--- config.mk ---
export PLATFORM = sky130hd
export DESIGN_NAME = iob_asym_fifo_ctrl
export DESIGN_NICKNAME = d
export VERILOG_FILES = /design/src/rtl/iob_asym_fifo_ctrl.sv
export SDC_FILE = /design/constraint.sdc
export NUM_CORES = 1
export LEC_CHECK = 0
export CORE_ASPECT_RATIO = 1.1
export CORE_MARGIN = 5
export CORE_UTILIZATION = 60
export CTS_BUF_LIST = sky130_fd_sc_hd__clkbuf_4 sky130_fd_sc_hd__clkbuf_8
export CTS_CLUSTER_SIZE = 16
export DETAILED_ROUTE_END_ITERATION = 8
export DONT_BUFFER_PORTS = 1
export GPL_TIMING_DRIVEN = 0
export PLACE_DENSITY = 0.76
export SYNTH_ARGS = -nofsm -noshare
export SYNTH_HDL_FRONTEND = slang
export SYNTH_SLANG_ARGS = --single-unit
--- constraint.sdc ---
create_clock -name clk -period 3.5 [get_ports clk]
set_input_delay 1.05 -clock clk [delete_from_list [all_inputs] [get_ports clk]]
set_output_delay 1.05 -clock clk [all_outputs]
set_load 0.02 [all_outputs]
--- src/rtl/iob_asym_fifo_ctrl.sv ---
// Single-clock FIFO controller for an asymmetric RAM: narrow words in, wide words out.
// Tracks pointers, fill level and sticky error flags; read data returns one cycle after a pop.
module iob_asym_fifo_ctrl #(
    parameter int W_DATA_W = 8,
    parameter int R_DATA_W = 32,
    parameter int W_ADDR_W = 6,
    parameter int R_ADDR_W = 4
) (
    input  logic                clk,
    input  logic                rst,
    input  logic                w_en,
    input  logic [W_DATA_W-1:0] w_data,
    output logic                w_full,
    input  logic                r_en,
    output logic [R_DATA_W-1:0] r_data,
    output logic                r_valid,
    output logic                r_empty,
    output logic [W_ADDR_W:0]   level,
    output logic                overflow,
    output logic                underflow,
    input  logic                clear,
    output logic                ext_mem_w_en,
    output logic [W_ADDR_W-1:0] ext_mem_w_addr,
    output logic [W_DATA_W-1:0] ext_mem_w_data,
    output logic                ext_mem_r_en,
    output logic [R_ADDR_W-1:0] ext_mem_r_addr,
    input  logic [R_DATA_W-1:0] ext_mem_r_data
);

    localparam int RATIO = R_DATA_W / W_DATA_W;
    localparam int DEPTH = 2 ** W_ADDR_W;
    localparam logic [W_ADDR_W:0] RATIO_L = (W_ADDR_W + 1)'(RATIO);
    localparam logic [W_ADDR_W:0] DEPTH_L = (W_ADDR_W + 1)'(DEPTH);

    logic [W_ADDR_W:0] r_wptr;
    logic [R_ADDR_W:0] r_rptr;
    logic [W_ADDR_W:0] r_level;
    logic              r_overflow;
    logic              r_underflow;

    logic              w_push;
    logic              w_pop;
    logic [W_ADDR_W:0] w_level_next;
    logic              w_unused_msbs;

    // Flags come only from the registered level, so a same-cycle pop never frees room for a push.
    assign w_full  = (r_level == DEPTH_L);
    assign r_empty = (r_level < RATIO_L);
    assign w_push  = w_en & ~w_full;
    assign w_pop   = r_en & ~r_empty;

    assign w_level_next = r_level + (W_ADDR_W + 1)'(w_push) - (w_pop ? RATIO_L : '0);

    assign ext_mem_w_en   = w_push;
    assign ext_mem_w_addr = r_wptr[W_ADDR_W-1:0];
    assign ext_mem_w_data = w_data;
    assign ext_mem_r_en   = w_pop;
    assign ext_mem_r_addr = r_rptr[R_ADDR_W-1:0];

    assign r_data    = ext_mem_r_data;
    assign level     = r_level;
    assign overflow  = r_overflow;
    assign underflow = r_underflow;

    // Pointer wrap bits are kept for debug visibility; fullness is decided by the level counter.
    assign w_unused_msbs = r_wptr[W_ADDR_W] ^ r_rptr[R_ADDR_W];

    always_ff @(posedge clk) begin
        if (rst || clear) begin
            r_wptr      <= '0;
            r_rptr      <= '0;
            r_level     <= '0;
            r_valid     <= 1'b0;
            r_overflow  <= 1'b0;
            r_underflow <= 1'b0;
        end else begin
            r_wptr      <= r_wptr + (W_ADDR_W + 1)'(w_push);
            r_rptr      <= r_rptr + (R_ADDR_W + 1)'(w_pop);
            r_level     <= w_level_next;
            r_valid     <= w_pop;
            r_overflow  <= r_overflow | (w_en & w_full);
            r_underflow <= r_underflow | (r_en & r_empty);
        end
    end

endmodule
==> results.json <==
{
  "min_period_ps": 3070,
  "htreeDepth": 1,
  "synth_area_per_cell_sq_um": 9.14,
  "cp_max_fo": 4,
  "synth.cell_area_sq_um": 1320,
  "globalplace.congestion": 0.711,
  "via_per_inst": 5.28,
  "worstSetupPathType": "flip-flop to primary output",
  "routedWlPerCell_microns": 16.2,
  "fp.dieH_microns": 59.1,
  "cts_buffers": 3,
  "path_buf_inv": 2,
  "cts_hold_buf": 0,
  "fin_skew_ps": 2.67,
  "synth_nets": 206,
  "grt_overflow": 0,
  "clock.fmax_mhz": 325,
  "cp-start-kind": "flip-flop",
  "clock_path_buffers": 2,
  "tns_ps": 0,
  "clock_latency_ps": 310,
  "relSlewSlack": 0.607,
  "nets": 211,
  "synthesis.instances": 144,
  "cts.clk_slew.worst_paths_ps": 110,
  "crit_chain": "inv_1, ha_1, a21boi_1, nand2b_1, inv_1",
  "timing.critical_path.slowest_stage_cell": "dfxtp_1",
  "finalSetupViolCount": 0,
  "final_common_cell": "buf_4",
  "grt_pass1_wl_microns": 4050,
  "maxCapViolCount": 0,
  "rows": 17,
  "synth-seq-cells": 20,
  "outcome": "complete, no violations",
  "synth_warnings": 0,
  "grt_use_total": 0.169,
  "required_ps": 2450,
  "path_delay_family": "flip-flops",
  "cts_root_buf": "clkbuf_4",
  "rsz0062_at_grt": "no",
  "die_w_microns": 54.7,
  "drc": 0,
  "seq_area_frac_synth": 0.304,
  "first_pass_iters": 4,
  "drive_gt1_frac": 0.311,
  "diodes": 0,
  "min_path_type": "flip-flop to flip-flop",
  "wl_microns": 2850,
  "post_cts_buffers": 0,
  "finalHoldViolCount": 0,
  "drt-initial-drc-count": 8,
  "critPathCaptureType": "primary output",
  "final_max_slew_viol_count": 0,
  "peakVddDrop_uv": 350,
  "hpwl_microns": 2480,
  "ys_types": 28,
  "nFillCells": 175,
  "numClockSinks": 20,
  "place_ws_ps": 509,
  "antenna_found_initial": 0,
  "post_cts_resized": 0,
  "path_common_cell": "inv_1",
  "max_stage_delay_ps": 470,
  "ioPinCount": 109,
  "power_mw": 0.943,
  "tightestPinTransition_ps": 588,
  "cp.arrival_ps": 2020,
  "grt_pass1_vias": 904,
  "grt_max_degree": 13,
  "postRouteAntennaNets": 0,
  "cts_tree": "built",
  "io_buffers": 0,
  "core_sq_um": 2040,
  "timing.final.crit_share": 0.878,
  "leakage_nw": 0.663,
  "p_per_area_nw_per_um2": 672,
  "final_cell_mix": "buf_4 (40), dfxtp_1 (20), ha_1 (17), nor2_1 (16), inv_1 (9)",
  "vias": 929,
  "fin_util": 0.688,
  "initial_core_util": 0.645,
  "areaGrowthSynthToFinish_pct": 6.65,
  "die_area_sq_um": 3230,
  "final.setup.worst_slack_ps": 427
}
-- cells by family after synthesis --
logic type,count (synthesis),share of synthesized area
buf+inv,51,0.265
simple gates,37,0.149
flops,20,0.304
fa+ha+maj,17,0.162
xor+xnor,10,0.0665
compound gates,9,0.0532
-- routing by layer --
| metal | global-route usage | wire [microns] | share of wire | vias to the layer above |
|---|---|---|---|---|
| li1 | - | - | - | 435 |
| met1 | 0.181 | 941 | 0.33 | 420 |
| met3 | 0.0504 | 425 | 0.15 | 5 |
| met2 | 0.306 | 1450 | 0.51 | 69 |
| met4 | 0.0534 | 34 | 0.012 | 0 |
| met5 | 0 | 0 | 0 | - |
-- state kept, by name, summed over array words and instances (netlist names) --
| register | count |
|---|---|
| underflow | 1 |
| level | 7 |
| overflow | 1 |
| r_wptr | 6 |
| r_valid | 1 |
| r_rptr | 4 |
-- through the flow --
step,cell area (sq um),hold slack (ps),std cells
2_1_floorplan,1320,568,144
4_1_cts,1400,630,176
3_3_place_gp,1350,587,172
6_report,1400,623,176
3_5_place_dp,1350,611,172
5_1_grt,1400,652,176
-- worst paths after layout --
| path | end | from | slack (ps) | cells after the start |
|---|---|---|---|---|
| worst min register to register | underflow | underflow | 620 | 2 |
| worst max register to register | level[6] | level[5] | 540 | 10 |
| worst max-delay path | ext_mem_r_en | level[5] | 430 | 5 |
| worst min-delay path | underflow | underflow | 620 | 2 |
-- final cells by class --
cell class / count / area [sq um] / share of cell area
sequential: 20 / 400 / 0.285
tap: 28 / 35.0 / 0.0250
clock buffer: 3 / 22.5 / 0.0160
clock inverter: 1 / 30.0 / 0.0214
multi-input combinational: 73 / 567 / 0.404
inverter: 9 / 33.8 / 0.0241
buffer: 42 / 315 / 0.225
-- worst min-delay path: cells and delay by family (launching register included) --
kind,cells,cell delay [ps]
DFF,1,390
AOI/OAI and AO/OA,1,150
and+or+nand+nor,1,50
-- cell usage after synthesis --
cell,n,area (sq um)
clkbuf_1,1,3.75
nand3b_1,1,7.51
inv_1,9,33.8
xnor2_1,7,61.3
nor2b_1,2,12.5
or4_1,1,7.51
buf_4,40,300
or3_1,1,6.26
nand2b_1,2,12.5
nand3_1,3,15.0
dfxtp_1,20,400
nor2_1,16,60.1
a221oi_2,1,15.0
a21oi_1,3,15.0
or2_1,1,6.26
ha_1,17,213
o211ai_1,1,7.51
nor4_1,1,6.26
a311oi_1,1,8.76
and4b_1,1,10.0
xor2_1,3,26.3
nor4b_1,1,8.76
and2_1,5,31.3
buf_6,1,11.3
o21bai_1,1,7.51
a21boi_1,1,7.51
a211o_1,1,8.76
and3_1,2,12.5
-- power breakdown --
part / leakage [nW] / internal (mW) / total, mW / switching [mW]
Sequential: 0.162 / 0.254 / 0.310 / 0.0559
Clock: 0.0279 / 0.116 / 0.189 / 0.0737
Combinational: 0.473 / 0.191 / 0.444 / 0.253
Total: 0.663 / 0.561 / 0.943 / 0.382
(Power assumes the default switching activity.)
